==> src/rtl/alu_serial_slice_pkg.sv <==
// Shared op encodings, FSM state type and small helpers for the bit-serial ALU.
package alu_serial_slice_pkg;

    localparam logic [2:0] OP_ADD  = 3'b000;
    localparam logic [2:0] OP_XOR  = 3'b001;
    localparam logic [2:0] OP_AND  = 3'b010;
    localparam logic [2:0] OP_PASS = 3'b011;
    localparam logic [2:0] OP_SUB  = 3'b100;
    localparam logic [2:0] OP_OR   = 3'b101;

    typedef enum logic [1:0] {
        ST_IDLE = 2'd0,
        ST_RUN  = 2'd1,
        ST_DONE = 2'd2
    } state_t;

    // Only ADD and SUB drive the carry chain and overflow flag.
    function automatic logic op_is_arith(input logic [2:0] op);
        return (op == OP_ADD) || (op == OP_SUB);
    endfunction

endpackage

==> src/rtl/alu_serial_slice_if.sv <==
// Operand/result handshake bundle between the datapath controller and the serial ALU.
interface alu_serial_slice_if #(
    parameter int WIDTH = 8
);
    logic             in_valid;
    logic             in_ready;
    logic [WIDTH-1:0] a;
    logic [WIDTH-1:0] b;
    logic [2:0]       op;
    logic             ci;
    logic             out_valid;
    logic             out_ready;
    logic [WIDTH-1:0] r;
    logic             co;
    logic             v;
    logic             z;

    modport master (
        output in_valid, a, b, op, ci, out_ready,
        input  in_ready, out_valid, r, co, v, z
    );

    modport slave (
        input  in_valid, a, b, op, ci, out_ready,
        output in_ready, out_valid, r, co, v, z
    );
endinterface

==> src/rtl/alu_serial_slice_slice.sv <==
// Combinational SLICE-bit ALU slice: ripple sum/carry chain plus result mux.
// Latency: none. Backpressure: none (pure combinational).
// b arrives pre-inverted for SUB, so SUB and ADD share the adder path.
module alu_serial_slice_slice
    import alu_serial_slice_pkg::*;
#(
    parameter int SLICE = 2
) (
    input  logic [SLICE-1:0] a,
    input  logic [SLICE-1:0] b,
    input  logic [2:0]       op,
    input  logic             ci,
    output logic [SLICE-1:0] r,
    output logic             co
);
    logic [SLICE:0]   c;
    logic [SLICE-1:0] sum;

    always_comb begin
        c   = '0;
        sum = '0;
        c[0] = ci;
        for (int i = 0; i < SLICE; i++) begin
            sum[i]   = a[i] ^ b[i] ^ c[i];
            c[i+1]   = (a[i] & b[i]) | (c[i] & (a[i] ^ b[i]));
        end
    end

    // Reserved codes fall through to PASS A.
    always_comb begin
        r = a;
        case (op)
            OP_ADD, OP_SUB: r = sum;
            OP_XOR:         r = a ^ b;
            OP_AND:         r = a & b;
            OP_OR:          r = a | b;
            default:        r = a;
        endcase
    end

    assign co = op_is_arith(op) ? c[SLICE] : 1'b0;

endmodule

==> src/rtl/alu_serial_slice.sv <==
// Bit-serial ALU: WIDTH-bit ADD/SUB/XOR/AND/OR/PASS, SLICE bits per cycle, LSB slice first.
// Latency: result/flags valid NSLICE cycles after the accept edge.
// Backpressure: in_ready only in IDLE; result held in DONE until out_ready.
module alu_serial_slice
    import alu_serial_slice_pkg::*;
#(
    parameter int WIDTH = 8,
    parameter int SLICE = 2
) (
    input  logic              clk,
    input  logic              rst_n,
    alu_serial_slice_if.slave bus
);
    localparam int NSLICE = WIDTH / SLICE;
    localparam int CW     = (NSLICE > 1) ? $clog2(NSLICE) : 1;
    localparam logic [CW-1:0] LAST = CW'(NSLICE - 1);

    state_t                 state, state_nxt;
    logic [CW-1:0]          cnt;
    logic [WIDTH-1:0]       a_sh, b_sh, res_sh, b_eff, res_nxt, r_q;
    logic [WIDTH+SLICE-1:0] res_cat;
    logic [2:0]             op_q;
    logic                   carry_q, a_msb_q, b_msb_q;
    logic                   co_q, v_q, z_q;
    logic [SLICE-1:0]       slice_r;
    logic                   slice_co;
    logic                   accept, last;

    assign accept  = bus.in_valid && (state == ST_IDLE);
    assign last    = (cnt == LAST);
    assign b_eff   = (bus.op == OP_SUB) ? ~bus.b : bus.b;
    // New slice enters at the top; after NSLICE shifts the word is LSB-aligned.
    assign res_cat = {slice_r, res_sh};
    assign res_nxt = res_cat[WIDTH+SLICE-1:SLICE];

    alu_serial_slice_slice #(.SLICE(SLICE)) u_slice (
        .a  (a_sh[SLICE-1:0]),
        .b  (b_sh[SLICE-1:0]),
        .op (op_q),
        .ci (carry_q),
        .r  (slice_r),
        .co (slice_co)
    );

    always_ff @(posedge clk or negedge rst_n) begin
        if (!rst_n) state <= ST_IDLE;
        else        state <= state_nxt;
    end

    always_comb begin
        state_nxt = state;
        case (state)
            ST_IDLE: if (bus.in_valid)  state_nxt = ST_RUN;
            ST_RUN:  if (last)          state_nxt = ST_DONE;
            ST_DONE: if (bus.out_ready) state_nxt = ST_IDLE;
            default:                    state_nxt = ST_IDLE;
        endcase
    end

    always_ff @(posedge clk or negedge rst_n) begin
        if (!rst_n) begin
            cnt     <= '0;
            a_sh    <= '0;
            b_sh    <= '0;
            res_sh  <= '0;
            op_q    <= OP_ADD;
            carry_q <= 1'b0;
            a_msb_q <= 1'b0;
            b_msb_q <= 1'b0;
            r_q     <= '0;
            co_q    <= 1'b0;
            v_q     <= 1'b0;
            z_q     <= 1'b0;
        end else if (accept) begin
            a_sh    <= bus.a;
            b_sh    <= b_eff;
            op_q    <= bus.op;
            carry_q <= (bus.op == OP_ADD) ? bus.ci : (bus.op == OP_SUB);
            cnt     <= '0;
            a_msb_q <= bus.a[WIDTH-1];
            b_msb_q <= b_eff[WIDTH-1];
        end else if (state == ST_RUN) begin
            a_sh    <= a_sh >> SLICE;
            b_sh    <= b_sh >> SLICE;
            res_sh  <= res_nxt;
            carry_q <= slice_co;
            cnt     <= cnt + 1'b1;
            if (last) begin
                r_q  <= res_nxt;
                co_q <= slice_co;
                v_q  <= op_is_arith(op_q) && (a_msb_q == b_msb_q) && (res_nxt[WIDTH-1] != a_msb_q);
                z_q  <= (res_nxt == '0);
            end
        end
    end

    assign bus.in_ready  = (state == ST_IDLE);
    assign bus.out_valid = (state == ST_DONE);
    assign bus.r         = r_q;
    assign bus.co        = co_q;
    assign bus.v         = v_q;
    assign bus.z         = z_q;

endmodule
==> src/flat_wrapper.sv <==
// flat-port wrapper written by rule: the top's interface ports become plain ports
module alu_serial_slice_flat import alu_serial_slice_pkg::*;
#(
    parameter int WIDTH = 8,
    parameter int SLICE = 2
)
  (clk, rst_n, bus_in_valid, bus_a, bus_b, bus_op, bus_ci, bus_out_ready, bus_in_ready, bus_out_valid, bus_r, bus_co, bus_v, bus_z);
  alu_serial_slice_if #(.WIDTH(WIDTH)) bus_i ();
  input  logic clk;
  input  logic rst_n;
  input wire logic [$bits(bus_i.in_valid)-1:0] bus_in_valid;
  input wire logic [$bits(bus_i.a)-1:0] bus_a;
  input wire logic [$bits(bus_i.b)-1:0] bus_b;
  input wire logic [$bits(bus_i.op)-1:0] bus_op;
  input wire logic [$bits(bus_i.ci)-1:0] bus_ci;
  input wire logic [$bits(bus_i.out_ready)-1:0] bus_out_ready;
  output wire logic [$bits(bus_i.in_ready)-1:0] bus_in_ready;
  output wire logic [$bits(bus_i.out_valid)-1:0] bus_out_valid;
  output wire logic [$bits(bus_i.r)-1:0] bus_r;
  output wire logic [$bits(bus_i.co)-1:0] bus_co;
  output wire logic [$bits(bus_i.v)-1:0] bus_v;
  output wire logic [$bits(bus_i.z)-1:0] bus_z;
  assign bus_i.in_valid = bus_in_valid;
  assign bus_i.a = bus_a;
  assign bus_i.b = bus_b;
  assign bus_i.op = bus_op;
  assign bus_i.ci = bus_ci;
  assign bus_i.out_ready = bus_out_ready;
  assign bus_in_ready = bus_i.in_ready;
  assign bus_out_valid = bus_i.out_valid;
  assign bus_r = bus_i.r;
  assign bus_co = bus_i.co;
  assign bus_v = bus_i.v;
  assign bus_z = bus_i.z;
  alu_serial_slice #(.WIDTH(WIDTH), .SLICE(SLICE)) u_core (.clk(clk), .rst_n(rst_n), .bus(bus_i));
endmodule
==> config.mk <==
export PLATFORM = sky130hd
export DESIGN_NAME = alu_serial_slice_flat
export DESIGN_NICKNAME = d
export VERILOG_FILES = /design/src/rtl/alu_serial_slice_pkg.sv /design/src/rtl/alu_serial_slice_if.sv /design/src/rtl/alu_serial_slice_slice.sv /design/src/rtl/alu_serial_slice.sv /design/src/flat_wrapper.sv
export SDC_FILE = /design/constraint.sdc
export NUM_CORES = 1
export LEC_CHECK = 0
export BUFFER_PORTS_ARGS = -buffer_cell sky130_fd_sc_hd__buf_2
export CAP_MARGIN = 20
export CORE_ASPECT_RATIO = 0.6
export CORE_MARGIN = 1.5
export CORE_UTILIZATION = 40
export DETAILED_ROUTE_END_ITERATION = 7
export HOLD_SLACK_MARGIN = 0.08
export PLACE_DENSITY = 0.61
export SYNTH_ARGS = -nofsm -noshare
export SYNTH_HDL_FRONTEND = slang
export SYNTH_HIERARCHICAL = 1
export SYNTH_SLANG_ARGS = --single-unit
==> constraint.sdc <==
create_clock -name clk -period 2.6 [get_ports clk]
set_clock_uncertainty 0.2 [all_clocks]
set_input_delay 0.52 -clock clk [delete_from_list [all_inputs] [get_ports clk]]
set_output_delay 0.52 -clock clk [all_outputs]
set_load 0.02 [all_outputs]
======== After elaboration in Yosys (flattened, before gate mapping) ========
Index checks and enable logic that the tools add are counted.
storage, ports and cells
  register bits ........................... 45
  bits in latches ......................... 0
  memory bits (writable) .................. 0
  bits in read-only memories .............. 0
  input port bits ......................... 24
  output and inout bits ................... 13
  logic and storage cells ................. 71
  memories ................................ 0
cells by class
  add/sub/neg operators ................... 1
  $mul .................................... 0
  div/mod/pow operators ................... 0
  magnitude comparators ................... 0
  equal/unequal tests ..................... 13
  shift operators ......................... 0
  muxes and demuxes ....................... 16
  bitwise operators ....................... 15
  reduce and logical (&&, ||, !) cells .... 13
operators with widths
  kind                                                             count
  8-bit 2-to-1 mux                                                 5
  2-bit 2-to-1 mux                                                 5
  3-bit == test, second input constant                             3
  8-bit logical NOT                                                1
  8-bit NOT                                                        1
  2-bit one-hot mux with 4 select lines                            1
  3-bit logical NOT                                                2
  2-bit one-hot mux with 3 select lines                            1
  3-bit AND reduction                                              2
  1-bit bitwise AND                                                4
  2-bit == test, second input constant                             2
  1-bit 2-to-1 mux                                                 4
  2-bit != test, second input constant                             2
  1-bit bitwise XOR                                                4
  3-bit by 1-bit == test with 1-bit output, second input constant  1
  3-bit by 2-bit == test with 1-bit output, second input constant  1
  1-bit logical AND                                                3
  2-bit by 1-bit adder with 2-bit output, second input constant    1
  2-bit bitwise AND                                                1
  2-bit by 1-bit == test with 1-bit output, second input constant  1
  2-bit logical NOT                                                1
  2-bit by 1-bit != test with 1-bit output, second input constant  1
  1-bit bitwise OR                                                 2
  2-bit bitwise OR                                                 1
  other kinds (8)                                                  8

======== Logic depth before layout (Yosys ltp) ========
  depth in word-level cells ............... 8
  mapped depth ............................ 9
  depth with buffers taken out ............ 9

======== Modules after synthesis ========
The synthesis kept the hierarchy.
modules (own cells, without submodules)
  module                  times used  cells an instance  area an instance (um^2)  seq. area each (um^2)
  alu_serial_slice        1           179                1924.3                   1076.0
  alu_serial_slice_slice  1           29                 216.5                    0.0

======== Worst setup path after synthesis ========
No wires, ideal clock.
  path type ............................... register to register
  from .................................... reg u_core.a_sh[0]
  to ...................................... reg u_core.v_q, in the netlist u_core/bus.v
  library setup time ...................... 0.132 ns
  data arrival time ....................... 2.395 ns
  data required time ...................... 2.268 ns
  path slack .............................. -0.127 ns
  cell stages (with the launch flop) ...... 10
  buffers on the path ..................... 0
  clock period less this slack ............ 2.727 ns
  cells stage by stage .................... dfrtp_1 fa_1 inv_1 fa_1 or3_1 o311a_1 a31oi_1 and3b_1 a21oi_1 o41ai_2
on the way
  word-level cells in the longest chain between the ends .. 7
  elaborated cells on any way between the ends .. 8
  classes of those cells .................. 1 x eq/ne; 1 x mux; 5 x bitwise; 1 x reduce/logical
ends and longest elaborated chain
  element                                    line                          RTL
  from (decl)                                alu_serial_slice.sv:20        logic [WIDTH-1:0] a_sh, b_sh, res_sh, b_eff, res_nxt, r_q;
  from (signal assigned)                     alu_serial_slice.sv:75        a_sh <= bus.a;
  from (signal assigned)                     alu_serial_slice.sv:83        a_sh <= a_sh >> SLICE;
  1-bit bitwise XOR                          alu_serial_slice_slice.sv:25  c[i+1] = (a[i] & b[i]) | (c[i] & (a[i] ^ b[i]));
  1-bit bitwise AND                          alu_serial_slice_slice.sv:25
  1-bit bitwise OR (*)                       alu_serial_slice_slice.sv:25
  1-bit bitwise XOR (*)                      alu_serial_slice_slice.sv:24  sum[i] = a[i] ^ b[i] ^ c[i];
  2-bit one-hot mux with 4 select lines (*)  alu_serial_slice_slice.sv:32  case (op)
  via u_core.slice_r[1]                      alu_serial_slice.sv:25        logic [SLICE-1:0] slice_r;
  1-bit != test (*)                          alu_serial_slice.sv:91        v_q <= op_is_arith(op_q) && (a_msb_q == b_msb_q) && (res_nxt[WIDTH-1] != a_msb_q);
  1-bit logical AND (*)                      alu_serial_slice.sv:91
  to (signal assigned)                       alu_serial_slice.sv:91
  to (decl)                                  alu_serial_slice.sv:24        logic co_q, v_q, z_q;
The timed path passes the listed nets; every way through them passes the cells marked *.
A chain may end at the register's enable or synchronous reset.

======== Worst setup path in the final report ========
Ends and elaborated chain as after synthesis.

==> out/summary.json <==
{
  "simple_gate_fraction_of_synth_area": {"value": 15.6, "unit": "%"},
  "synthXorXnorAreaFrac": {"value": 3.27, "unit": "%"},
  "fmaxAchievable": {"value": 389, "unit": "MHz"},
  "power_report.internal_total": {"value": 2.00, "unit": "mW"},
  "clockPowerShare": {"value": 19.0, "unit": "%"},
  "worst_hold_path_type": {"value": "in2reg"},
  "pwr_density_cell": {"value": 1260, "unit": "mW/mm²"},
  "grt_overflow_total": {"value": 0},
  "ctsLongestPathBuffers": {"value": 2},
  "synth_adder_area_share": {"value": 4.79, "unit": "%"},
  "h-tree-depth": {"value": 2},
  "dieWidth": {"value": 97.4, "unit": "µm"},
  "crit_path_max_incr_delay": {"value": 0.41, "unit": "ns"},
  "layout_min_cycle_time": {"value": 2.57, "unit": "ns"},
  "setup_total_negative_slack": {"value": 0, "unit": "ns"},
  "cts_made_buffers": {"value": 5},
  "synthesis.area_per_instance": {"value": 10.3, "unit": "µm²"},
  "drtAntennaViolNets": {"value": 0},
  "synth_top_cell_area_share": {"value": 50.3, "unit": "%"},
  "fin_util": {"value": 51.1, "unit": "%"},
  "clock_root_buffer": {"value": "sky130_fd_sc_hd__clkbuf_8"},
  "hold_viol": {"value": 0},
  "actual_slew_at_the_worst_max_slew_pin": {"value": 0.781, "unit": "ns"},
  "core.rowCount": {"value": 20},
  "critical_path_peak_fanout": {"value": 2},
  "standard_cell_core_area": {"value": 0.00510, "unit": "mm²"},
  "clock-sinks": {"value": 43},
  "number_of_antenna_violations_at_the_first_check_in_global_routing": {"value": 0},
  "synth_area": {"value": 0.00214, "unit": "mm²"},
  "routed_wire_length_per_instance": {"value": 14.0, "unit": "µm"},
  "syn2layout_area_growth": {"value": 21.7, "unit": "%"},
  "cts_post_setup_buffers_inserted": {"value": 0},
  "switching_share": {"value": 39.4, "unit": "%"},
  "clk-insertion-delay-late": {"value": 0.30, "unit": "ns"},
  "layout.cells.most_common": {"value": "sky130_fd_sc_hd__nand2_1"},
  "register_bit_total_from_synthesis": {"value": 43},
  "total_power_draw": {"value": 3.30, "unit": "mW"},
  "floorplan.initialDensity": {"value": 41.9, "unit": "%"},
  "critPathCaptureType": {"value": "flop"},
  "drive_gt1_share": {"value": 27.6, "unit": "%"},
  "required": {"value": 2.56, "unit": "ns"},
  "slew_headroom": {"value": 48.0, "unit": "%"},
  "post-synth-top-area-cell": {"value": "sky130_fd_sc_hd__dfrtp_1"},
  "detailedPlace.worstSlack": {"value": 0.0388, "unit": "ns"},
  "stdcell_count": {"value": 320},
  "setup_viol_count_final": {"value": 0},
  "worst_path_max_delay_cell": {"value": "sky130_fd_sc_hd__dfrtp_1"},
  "synthCells": {"value": 208},
  "drtIter0Drc": {"value": 68},
  "power.leakage": {"value": 1.30, "unit": "nW"},
  "timing.max_cap.violations": {"value": 0},
  "peakVddDrop": {"value": 0.553, "unit": "mV"},
  "worstPathArrival": {"value": 2.53, "unit": "ns"},
  "layout_setup_ws": {"value": 0.0296, "unit": "ns"},
  "wl": {"value": 4490, "unit": "µm"},
  "synth.net_count": {"value": 239},
  "io_pins": {"value": 37},
  "synth.yosys.warnings": {"value": 6},
  "cts_tree": {"value": "built"},
  "grt_usage": {"value": 17.3, "unit": "%"},
  "dieArea": {"value": 0.00581, "unit": "mm²"},
  "start_kind": {"value": "flop"},
  "total_switching_power": {"value": 1.30, "unit": "mW"},
  "final_design_area_no_fill": {"value": 0.00261, "unit": "mm²"},
  "die_h": {"value": 59.7, "unit": "µm"},
  "dp_hpwl": {"value": 3370, "unit": "µm"},
  "combPwrFrac": {"value": 43.3, "unit": "%"},
  "seqPwrFrac": {"value": 37.7, "unit": "%"},
  "critical_path.cell_chain": {"value": "fa_2 -> inv_2 -> fa_1 -> or3_1 -> o311a_1 -> a31oi_4 -> and3b_1 -> a21oi_2 -> o41ai_2"},
  "port_buffers": {"value": 36},
  "synth_top_family_by_area": {"value": "simple AND/OR/NAND/NOR gates"},
  "detail_route.drc_violations": {"value": 0},
  "grt_pass1_wl": {"value": 7640, "unit": "µm"},
  "run_status": {"value": "finished, final reports clean"},
  "antenna_cells": {"value": 0},
  "synth_compound_area_share": {"value": 11.8, "unit": "%"},
  "final_nets": {"value": 284},
  "netlist-cell-type-count": {"value": 35},
  "final-max-slew-violation-count": {"value": 0},
  "clock_pin_slew_on_the_worst_setup_and_hold_paths": {"value": 0.08, "unit": "ns"},
  "layout.cells.most_common_list": {"value": "sky130_fd_sc_hd__nand2_1, sky130_fd_sc_hd__dfrtp_1, sky130_fd_sc_hd__buf_2, sky130_fd_sc_hd__o21ai_0"},
  "worst-setup-path-type": {"value": "reg2reg"},
  "drt_pre_antenna_iters": {"value": 4},
  "grt_max_degree": {"value": 24},
  "worst_hold_slack_across_all_endpoints": {"value": 0.213, "unit": "ns"},
  "vias_per_cell": {"value": 5.08},
  "placed_area": {"value": 0.00245, "unit": "mm²"},
  "muxShareOfSynthArea": {"value": 9.41, "unit": "%"},
  "synth.area.top_cells": {"value": "sky130_fd_sc_hd__dfrtp_1, sky130_fd_sc_hd__nand2_1, sky130_fd_sc_hd__mux2_2, sky130_fd_sc_hd__mux2i_1, sky130_fd_sc_hd__a22oi_1"},
  "place.gp.congestion": {"value": 0.761},
  "yosysSeqAreaShare": {"value": 50.3, "unit": "%"},
  "place.detailed.instances": {"value": 311},
  "routed-via-count": {"value": 1626},
  "rsz0062_at_grt": {"value": "true"},
  "grt_pass1_vias": {"value": 1546},
  "period_share": {"value": 98.9, "unit": "%"}
}
## metal layers
| metal | global-route usage [%] | routed length [µm] | up-vias |
|---|---|---|---|
| met5 | 0 | 0 | - |
| met4 | 6.12 | 44 | 0 |
| met3 | 3.98 | 295 | 5 |
| met2 | 24.5 | 1800 | 46 |
| met1 | 26.1 | 2350 | 768 |
| li1 | - | - | 807 |
## sequential cells by signal, summed over array words and instances, names as in the netlist
| register | count |
|---|---|
| u_core/a_msb_q | 1 |
| u_core/a_sh | 8 |
| u_core/b_msb_q | 1 |
| u_core/b_sh | 8 |
| u_core/bus.co | 1 |
| u_core/bus.r | 8 |
| u_core/bus.v | 1 |
| u_core/bus.z | 1 |
| u_core/carry_q | 1 |
| u_core/cnt | 2 |
| u_core/op_q | 3 |
| u_core/res_sh | 6 |
| u_core/state | 2 |
## kinds of logic (layout without fill, tap and decap cells)
group	count (synthesis)	count (layout)
buffers and inverters	19	65
DFF	43	43
and+or+nand+nor	74	74
xor gates and xnor gates	8	8
adders and majority gates	7	7
muxes	19	19
AOI/OAI and AO/OA	38	38
## worst max-delay path, delay by kind of cell (launching register included)
kind,cells,cell delay (ns)
fa+ha+maj,2,0.77
compound gates,4,0.48
flops,1,0.41
buf+inv,1,0.06
simple gates,2,0.52
## final timing paths
path                                      from             end  slack [ns]  cells after the start
worst max-delay path            u_core/a_sh[0]    u_core/bus.v        0.03                      9
worst min-delay path                  bus_a[6]  u_core/a_sh[6]        0.21                      3
worst max register to register  u_core/a_sh[0]    u_core/bus.v        0.03                      9
worst min register to register    u_core/bus.z    u_core/bus.z        0.29                      2
max in group asynchronous                rst_n    u_core/bus.v        1.17                      3
min in group asynchronous                rst_n  u_core/a_sh[5]        0.52                      2
## synthesized netlist by cell type
library cell                instances
sky130_fd_sc_hd__o41ai_2            1
sky130_fd_sc_hd__a31oi_1            3
sky130_fd_sc_hd__o21ai_0           13
sky130_fd_sc_hd__a2bb2oi_1          2
sky130_fd_sc_hd__and3b_1            1
sky130_fd_sc_hd__nand2_1           45
sky130_fd_sc_hd__nor3b_1            2
sky130_fd_sc_hd__o21bai_1           1
sky130_fd_sc_hd__nand3_1            6
sky130_fd_sc_hd__a32oi_1            1
sky130_fd_sc_hd__buf_4              1
sky130_fd_sc_hd__inv_1              9
sky130_fd_sc_hd__buf_2              5
sky130_fd_sc_hd__a21oi_1            1
sky130_fd_sc_hd__buf_6              3
sky130_fd_sc_hd__xnor2_1            8
sky130_fd_sc_hd__nor2b_1            3
sky130_fd_sc_hd__nand2b_1           2
sky130_fd_sc_hd__a22oi_1           10
sky130_fd_sc_hd__nor2_1             8
sky130_fd_sc_hd__fa_1               2
sky130_fd_sc_hd__mux2i_1           10
sky130_fd_sc_hd__o311a_1            1
sky130_fd_sc_hd__a221oi_1           1
sky130_fd_sc_hd__or3b_1             1
sky130_fd_sc_hd__nor4_1             2
sky130_fd_sc_hd__nor3_1             1
sky130_fd_sc_hd__nor4bb_1           1
sky130_fd_sc_hd__or3_1              1
sky130_fd_sc_hd__mux2_2             9
sky130_fd_sc_hd__dfrtp_1           43
sky130_fd_sc_hd__o21ai_1            4
sky130_fd_sc_hd__nand3b_1           1
sky130_fd_sc_hd__clkbuf_1           1
sky130_fd_sc_hd__ha_1               5
## timing repair
action                                  in CTS  in global routing
endpoints found under the hold margin       20                  0
hold buffers                                 1                  0
endpoints found under the setup margin       0                  2
resized for setup                            0                  2
## power groups by stage
stage | combinational [mW] | sequential, mW | clock, mW
finish | 1.43 | 1.24 | 0.625
global placement | 1.40 | 1.25 | 0
global route | 1.61 | 1.29 | 0.678
detailed placement | 1.43 | 1.25 | 0
floorplan | 0.984 | 1.26 | 0
CTS | 1.43 | 1.24 | 0.647
## cell type report
type	count	area, µm²
Clock buffer	5	68.8
Clock inverter	3	71.3
Fill cell	490	2500
Inverter	9	33.8
Multi-Input combinational cell	146	988
Sequential cell	43	1080
Tap cell	66	82.6
Timing Repair Buffer	48	285
(Power assumes the default switching activity.)
